[src/rtl/pc_fetch_unit.sv]
// IF-stage PC owner: resolves Jump_sel redirects, drives the sync imem address and squashes wrong-path fetches.
// Optional feature macro: BRANCH_DELAY_SLOT_EN keeps the fetch issued in a redirect cycle (delay slot).
module pc_fetch_unit #(
    parameter logic [31:0] RESET_PC = 32'h4000_0000,
    parameter int          CNT_W    = 32
) (
    input  logic             clk,
    input  logic             rst,
    input  logic             stall,
    input  logic [1:0]       Jump_sel,
    input  logic [31:0]      x_pc_plus4,
    input  logic [31:0]      x_imm_sext,
    input  logic [25:0]      x_target,
    input  logic [31:0]      x_rs_val,
    output logic [31:0]      imem_addr,
    output logic [31:0]      if_pc_plus4,
    output logic             instr_valid,
    output logic             flush,
    output logic             jr_misalign,
    output logic [CNT_W-1:0] redirect_cnt
);

`ifdef BRANCH_DELAY_SLOT_EN
    localparam logic KEEP_SLOT = 1'b1;
`else
    localparam logic KEEP_SLOT = 1'b0;
`endif

    typedef enum logic [0:0] {
        BOOT = 1'b0,
        RUN  = 1'b1
    } state_t;

    state_t      state_r;
    state_t      state_next_s;
    logic [31:0] pc_r;
    logic [31:0] pc_next_s;
    logic [31:0] pc_plus4_s;
    logic [31:0] target_s;
    logic        redirect_s;
    logic        fetch_valid_s;
    logic        unused_s;

    assign pc_plus4_s = pc_r + 32'd4;
    // The two top offset bits fall off when the word offset is shifted into bytes.
    assign unused_s   = ^x_imm_sext[31:30];

    // Redirect target selection from the resolved jump kind.
    always_comb begin
        target_s = pc_plus4_s;
        case (Jump_sel)
            2'b01:   target_s = x_pc_plus4 + {x_imm_sext[29:0], 2'b00};
            2'b10:   target_s = {x_pc_plus4[31:28], x_target, 2'b00};
            2'b11:   target_s = {x_rs_val[31:2], 2'b00};
            default: target_s = pc_plus4_s;
        endcase
    end

    // Next-state, next-PC and fetch-validity decode.
    always_comb begin
        state_next_s  = state_r;
        pc_next_s     = pc_r;
        redirect_s    = 1'b0;
        fetch_valid_s = 1'b0;
        case (state_r)
            BOOT: begin
                if (!stall) begin
                    state_next_s = RUN;
                    pc_next_s    = pc_plus4_s;
                end else begin
                    state_next_s = BOOT;
                    pc_next_s    = pc_r;
                end
            end
            RUN: begin
                state_next_s = RUN;
                if (stall) begin
                    pc_next_s = pc_r;
                end else if (Jump_sel != 2'b00) begin
                    redirect_s    = 1'b1;
                    pc_next_s     = target_s;
                    fetch_valid_s = KEEP_SLOT;
                end else begin
                    pc_next_s     = pc_plus4_s;
                    fetch_valid_s = 1'b1;
                end
            end
            default: begin
                state_next_s = BOOT;
                pc_next_s    = RESET_PC;
            end
        endcase
    end

    // PC, FSM and fetch-return state; a stall freezes everything.
    always_ff @(posedge clk or posedge rst) begin
        if (rst) begin
            state_r      <= BOOT;
            pc_r         <= RESET_PC;
            instr_valid  <= 1'b0;
            if_pc_plus4  <= 32'd0;
            redirect_cnt <= {CNT_W{1'b0}};
        end else if (!stall) begin
            state_r     <= state_next_s;
            pc_r        <= pc_next_s;
            instr_valid <= fetch_valid_s;
            if_pc_plus4 <= pc_plus4_s;
            if (redirect_s) begin
                redirect_cnt <= redirect_cnt + {{(CNT_W-1){1'b0}}, 1'b1};
            end
        end
    end

    assign imem_addr   = pc_r;
    assign flush       = redirect_s;
    assign jr_misalign = redirect_s && (Jump_sel == 2'b11) && (x_rs_val[1:0] != 2'b00);

endmodule
[config.mk]
export PLATFORM = sky130hd
export DESIGN_NAME = pc_fetch_unit
export DESIGN_NICKNAME = d
export VERILOG_FILES = /design/src/rtl/pc_fetch_unit.sv
export SDC_FILE = /design/constraint.sdc
export NUM_CORES = 1
export LEC_CHECK = 0
export CAP_MARGIN = 30
export CORE_AREA = 2 2 132 134
export DETAILED_ROUTE_END_ITERATION = 7
export DIE_AREA = 0 0 134 136
export PLACE_DENSITY = 0.81
export REMOVE_ABC_BUFFERS = 1
export SYNTH_ARGS = -nofsm -noshare
export SYNTH_HDL_FRONTEND = slang
export SYNTH_SLANG_ARGS = --single-unit
[constraint.sdc]
create_clock -name clk -period 3.4 [get_ports clk]
set_input_delay 1.02 -clock clk [delete_from_list [all_inputs] [get_ports clk]]
set_output_delay 1.02 -clock clk [all_outputs]
set_load 0.005 [all_outputs]
==> impl_metrics.env, run 1 <==
export IMPL_muxShareOfSynthArea_pct=4.047
export IMPL_core_area_um2=16880
export IMPL_yosys_top_cells_count="nand2_1 (147), dfrtp_1 (97), o21ai_0 (73)"
export IMPL_syn_inst=826
export IMPL_ys_ff_latch=98
export IMPL_slowest_stage="clkdlybuf4s50_1"
export IMPL_powerDensity_nw_per_um2=391.9
export IMPL_vias=7124
export IMPL_io_pin_count=226
export IMPL_drtIter0Drc=526
export IMPL_setup_tns_ps=0
export IMPL_grt_pass1_wl_um=33710
export IMPL_met3_usage_pct=1.454
export IMPL_final_nets=1263
export IMPL_synth_most_common_cell="nand2_1"
export IMPL_synth_simple_gate_area_share_pct=21.39
export IMPL_synth_ff_type="dfrtp_1"
export IMPL_drv_slew=0
export IMPL_met1_usage_pct=30.24
export IMPL_drt_wl_total_um=21430
export IMPL_htree_levels=3
export IMPL_p_leak_nw=4.534
export IMPL_grt_max_degree=110
export IMPL_clkSlewWorstSetupHoldPaths_ps=70
export IMPL_initial_core_util_pct=41.95
export IMPL_hp_start="if_pc_plus4[8]"
export IMPL_finalCritPeriodShare_pct=97.41
export IMPL_critPathLaunchType="primary input"
export IMPL_cts_buffer_depth=2
export IMPL_synth_edf_count=0
export IMPL_yosys_area_top_type_share_pct=34.29
export IMPL_finalClockSkew_ps=8.121
export IMPL_min_path_type="flip-flop to flip-flop"
export IMPL_worstPathArrival_ps=2290
export IMPL_cp_data_required_time_ps=2380
export IMPL_tightest_slew_ps=1015
export IMPL_ant_nets=0
export IMPL_port_buffers=223
export IMPL_status="completed"
export IMPL_layout_min_cycle_time_ps=3312
export IMPL_synthArstFlopShare_pct=100.0
export IMPL_clkSinkCount=98
export IMPL_worst_slack_ps=88.04
export IMPL_grt_pass1_vias=6926
export IMPL_cap_violations=0
export IMPL_diodes=0
export IMPL_gp_congestion=0.8646
export IMPL_timing_rr_start="imem_addr[2]"
export IMPL_crit_buf_inv=3
export IMPL_path_cells="dlygate4sd2_1, or2_2, nand2_2, inv_1, clkdlybuf4s50_1"
export IMPL_synth_area_um2=7079
export IMPL_clock_latency_ps=350
export IMPL_cts_tree="yes"
export IMPL_peakVddDrop_mv=0.2341
export IMPL_cts_root_buf="clkbuf_16"
export IMPL_avgSynthCellArea_um2=8.571
export IMPL_drive_gt1_share_pct=14.16
export IMPL_slew_headroom_pct=32.35
export IMPL_grtUsageMet2_pct=39.40
export IMPL_synth_compound_area_share_pct=19.71
export IMPL_die_area_um2=18220
export IMPL_cp_end_kind="output port"
export IMPL_seq_area_frac_synth_pct=34.66
export IMPL_grt_usage_pct=23.11
export IMPL_max_freq_ghz=0.3019
export IMPL_detail_route_first_pass_iterations=5
export IMPL_yosys_top_cells_area="dfrtp_1 (34%), nand2_1 (7.8%), xnor2_1 (6.8%)"
export IMPL_remaining_drc_errors=0
export IMPL_wire_per_inst_um=16.07
export IMPL_synth_fa_ha_area_share_pct=5.762
export IMPL_yosys_area_share_xor_xnor_pct=10.27
export IMPL_dieWidth_um=134
export IMPL_antenna_found_initial=0
export IMPL_worstSetupPathType="primary input to output port"
export IMPL_place_ws_ps=-709.4
export IMPL_cts_buffers=9
export IMPL_cts_hold_buffers=0
export IMPL_die_h_um=136
export IMPL_finalHoldViolations=0
export IMPL_synthDistinctLibCells=81
export IMPL_dp_hpwl_um=16770
export IMPL_yosysTopAreaCell="dfrtp_1"
export IMPL_synth_top_family_by_area="simple AND/OR/NAND/NOR gates"
export IMPL_critPathMaxStageDelay_ps=450
export IMPL_worstPathMaxFanout=3
export IMPL_cp_top_family="buffers and inverters"
export IMPL_worstSetupStartpoint="Jump_sel[1]"
export IMPL_busiest_layer="met2"
export IMPL_setup_viol=0
export IMPL_syn2layout_area_growth_pct=47.19
export IMPL_finalPower_mw=4.084
export IMPL_grt_overflow=0
export IMPL_vias_per_cell=5.340
export IMPL_row_count=48
export IMPL_yosysWarnings=0
==> worst register-to-register path, stage by stage, from the launching register on <==
cell and delay [ps]:
dfrtp_1 460, ha_1 300, and3_1 240, nand3_2 180, nor4_1 230, buf_4 190, and3_1 180, nand3_1 90
xor2_1 210, o21ai_0 140, a22o_1 250
==> report_power, final <==
group          switching [mW]  internal, mW
Combinational           0.683         0.880
Clock                   0.447         0.498
Sequential              0.229          1.35
Total                    1.36          2.72
==> stage by stage <==
| stage | instances | utilization (%) | area, um2 | hold slack (ps) |
|---|---|---|---|---|
| finish | 1334 | 61.74 | 10420 | 483.0 |
| global route | 1334 | 61.74 | 10420 | 495.3 |
| CTS | 1330 | 61.05 | 10300 | 488.7 |
| detailed placement | 1312 | 59.13 | 9978 | 471.5 |
| global placement | 1312 | 59.13 | 9978 | 460.7 |
| floorplan | 784 | - | 6859 | 468.2 |
==> final timing paths <==
check | to | slack (ps) | depth (start not counted)
worst min-delay path | if_pc_plus4[8] | 480 | 2
worst max register to register | imem_addr[28] | 840 | 10
max in group asynchronous | imem_addr[11] | 1670 | 3
worst max-delay path | flush | 90 | 5
worst min register to register | if_pc_plus4[8] | 480 | 2
min in group asynchronous | redirect_cnt[17] | 1050 | 2
==> sequential cells by signal, indices dropped and copies added, names as in the netlist <==
register,cells
imem_addr,32
instr_valid,1
if_pc_plus4,32
state_r,1
redirect_cnt,32
==> cells in the final DEF, fill, tap and decap left out, drive strengths merged, types with 21 or more instances in the layout <==
cell type,netlist,routed
clkdlybuf4s50,0,215
nand2,148,148
dfrtp,97,97
buf,17,88
o21ai,74,74
xnor2,55,55
nor2,46,46
a21oi,39,39
ha,31,31
nand3,30,30
xor2,28,28
a21o,25,25
mux2i,23,23
nor3,21,21
==> routing by layer <==
| metal | part of all wire (%) | up-vias |
|---|---|---|
| met2 | 48 | 278 |
| met3 | 5.1 | 49 |
| met4 | 3.5 | 0 |
| li1 | - | 3503 |
| met1 | 43 | 3294 |
| met5 | 0 | - |
==> kinds of logic (layout without fill, tap and decap cells) <==
logic type	count (synthesis)	count (layout)
compound gates	214	214
flops	98	98
fa+ha+maj	32	32
buf+inv	62	345
mux	28	28
xor+xnor	83	83
simple gates	309	309
==> what timing repair did <==
item	4_1_cts	5_1_grt
gates resized for setup	12	22
endpoints found under the setup margin	12	13
setup buffers	2	4
pin swaps	7	20
==> cell type report <==
cell class	count	area, um2
Inverter	20	77.57
Multi-Input combinational cell	666	4453
Fill cell	1458	6456
Sequential cell	98	2454
Timing Repair Buffer	309	2882
Clock inverter	6	43.79
Tap cell	225	281.5
Clock buffer	10	229.0
Power figures use the tool's default switching activity.
==> inputs of run 2 (changes only) <==
--- a/config.mk
+++ b/config.mk
@@ -6,11 +6,12 @@
 export NUM_CORES = 1
 export LEC_CHECK = 0
 export CAP_MARGIN = 30
-export CORE_AREA = 2 2 132 134
+export CORE_AREA = 2 2 144 118
 export DETAILED_ROUTE_END_ITERATION = 7
-export DIE_AREA = 0 0 134 136
+export DIE_AREA = 0 0 146 120
 export PLACE_DENSITY = 0.81
 export REMOVE_ABC_BUFFERS = 1
+export SLEW_MARGIN = 15
 export SYNTH_ARGS = -nofsm -noshare
 export SYNTH_HDL_FRONTEND = slang
 export SYNTH_SLANG_ARGS = --single-unit
==> constraint.sdc (replaced) <==
create_clock -name clk -period 3.8 [get_ports clk]
set_input_delay 1.14 -clock clk [delete_from_list [all_inputs] [get_ports clk]]
set_output_delay 1.14 -clock clk [all_outputs]
set_load 0.005 [all_outputs]
==> run 2 against run 1 <==
Combinational power down 13%. Clock power down 6.4%. First-iteration DRC count down 4.9%. Cell count down 2.8%. Via count down 0.18%. Worst hold slack worse by 7.6 ps. Clock-buffer cell count down 1. Power down 11%. Register-to-register slack better by 320 ps. Sequential share of layout area up 0.64 points. Non-clock buffer count down 34. Highest routed layer unchanged.
==> impl_metrics.env, run 2 (same netlist as run 1, synthesis figures left out) <==
export IMPL_grt_overflow=0
export IMPL_gp_congestion=0.8893
export IMPL_status="completed"
export IMPL_dieWidth_um=146
export IMPL_critPathLaunchType="primary input"
export IMPL_cpMostUsedCell="clkdlybuf4s50_1"
export IMPL_worstPathArrival_ps=2560
export IMPL_combPwrFrac_pct=37.2
export IMPL_final_cell_mix="clkdlybuf4s50_1 (218), nand2_1 (147), dfrtp_1 (97)"
export IMPL_cts_buffers=9
export IMPL_cap_violations=0
export IMPL_power_frac_clock_pct=24.2
export IMPL_clkSlewWorstSetupHoldPaths_ps=70
export IMPL_finalCritPeriodShare_pct=97.33
export IMPL_cts_buffer_depth=2
export IMPL_detail_route_first_pass_iterations=7
export IMPL_clock_latency_ps=340
export IMPL_finalClockSkew_ps=12.69
export IMPL_final_nets=1229
export IMPL_grt_pass1_wl_um=35240
export IMPL_p_int_mw=2.413
export IMPL_peakVddDrop_mv=0.2332
export IMPL_critPathMaxStageDelay_ps=490
export IMPL_place_ws_ps=-465.6
export IMPL_powerDensity_nw_per_um2=360.1
export IMPL_die_area_um2=17520
export IMPL_drtIter0Drc=500
export IMPL_p_leak_nw=4.359
export IMPL_cts_root_buf="clkbuf_16"
export IMPL_wire_per_inst_um=16.90
export IMPL_worstSetupPathType="primary input to output port"
export IMPL_vias_per_cell=5.487
export IMPL_io_pin_count=226
export IMPL_core_area_um2=16190
export IMPL_min_path_type="flip-flop to flip-flop"
export IMPL_drt_wl_total_um=21900
export IMPL_clkSinkCount=98
export IMPL_drv_slew=0
export IMPL_final_common_cell="clkdlybuf4s50_1"
export IMPL_dp_hpwl_um=16750
export IMPL_cts_tree="yes"
export IMPL_p_seq_share_pct=38.6
export IMPL_switching_power_mw=1.241
export IMPL_remaining_drc_errors=0
export IMPL_row_count=42
export IMPL_ant_nets=0
export IMPL_cp_data_required_time_ps=2660
export IMPL_drive_gt1_share_pct=11.26
export IMPL_hold_ws_ps=475.4
export IMPL_cp_end_kind="output port"
export IMPL_grt_usage_pct=24.82
export IMPL_initial_core_util_pct=43.74
export IMPL_tightest_slew_ps=832.2
export IMPL_path_cells="clkdlybuf4s50_1, or2_2, nand2_2, inv_1, clkdlybuf4s50_1"
export IMPL_finalHoldViolations=0
export IMPL_finalPower_mw=3.653
export IMPL_layout_min_cycle_time_ps=3698
export IMPL_grt_pass1_vias=6768
export IMPL_swShare_pct=33.96
export IMPL_rsz0062_at_grt="no"
export IMPL_port_buffers=223
export IMPL_max_freq_ghz=0.2704
export IMPL_die_h_um=120
export IMPL_setup_viol=0
export IMPL_slowest_stage="clkdlybuf4s50_1"
export IMPL_slew_headroom_pct=44.52
export IMPL_syn2layout_area_growth_pct=43.32
export IMPL_grt_max_degree=89
export IMPL_htree_levels=3
export IMPL_worstPathMaxFanout=4
export IMPL_vias=7111
export IMPL_worst_slack_ps=101.6
export IMPL_antenna_found_initial=1
run 2: cell types whose count changed in the layout (fill, tap and decap cells not counted), sizes merged:
cell           change
buf               -34
clkbuf             -2
clkdlybuf4s15      -1
clkdlybuf4s50      +3
clkinv             -2
diode              +1
dlygate4sd2        -1
inv                +3
run 2: final cells by class:
cell class                      instances  area (um2)
Clock buffer                            9       225.2
Tap cell                              220       275.3
Clock inverter                          7       58.81
Inverter                               20       77.57
Sequential cell                        98        2454
Fill cell                            1436        6040
Timing Repair Buffer                  275        2636
Antenna cell                            1       2.502
Multi-Input combinational cell        666        4417
run 2: metal layers:
metal / vias to the layer above / part of all wire [%] / track usage [%]
li1: 3440 / - / -
met1: 3337 / 45 / 34.23
met2: 298 / 46 / 40.18
met3: 36 / 6.2 / 3.612
met4: 0 / 2.6 / 8.495
met5: - / 0 / 0
run 2: final timing paths:
kind / depth (start not counted) / end / slack (ps) / start
hold / removal: 1 / redirect_cnt[31] / 480 / redirect_cnt[31]
setup / recovery: 5 / flush / 100 / Jump_sel[1]
setup reg to reg: 9 / imem_addr[22] / 1160 / imem_addr[2]
min in group asynchronous: 2 / if_pc_plus4[1] / 1200 / rst
hold reg to reg: 1 / redirect_cnt[31] / 480 / redirect_cnt[31]
max in group asynchronous: 3 / imem_addr[30] / 1840 / rst
run 2: what timing repair did:
item / CTS / global route
pin swaps: 1 / 20
hold buffers: 0 / 0
endpoints found under the setup margin: 5 / 10
resized for setup: 3 / 19
setup buffers: 1 / 5
run 2: metrics by stage:
stage	utilization (%)	setup TNS, ps	instances	cell area (um2)
2_1_floorplan	-	0	784	6859
3_3_place_gp	60.03	-2739	1273	9717
3_5_place_dp	60.03	-3618	1273	9717
4_1_cts	61.94	0	1290	10030
5_1_grt	62.69	0	1296	10150
6_report	62.69	0	1296	10150
run 2: critical path: cells and delay by family:
| kind | cells | cell delay [ps] |
|---|---|---|
| simple gates | 2 | 440 |
| buf+inv | 3 | 970 |
run 2: power groups by stage:
stage	clock [mW]	sequential (mW)	combinational, mW
floorplan	0	1.40	0.602
detailed placement	0	1.43	1.33
finish	0.884	1.41	1.36
global placement	0	1.42	1.30
CTS	0.897	1.41	1.34
global route	0.936	1.44	1.48
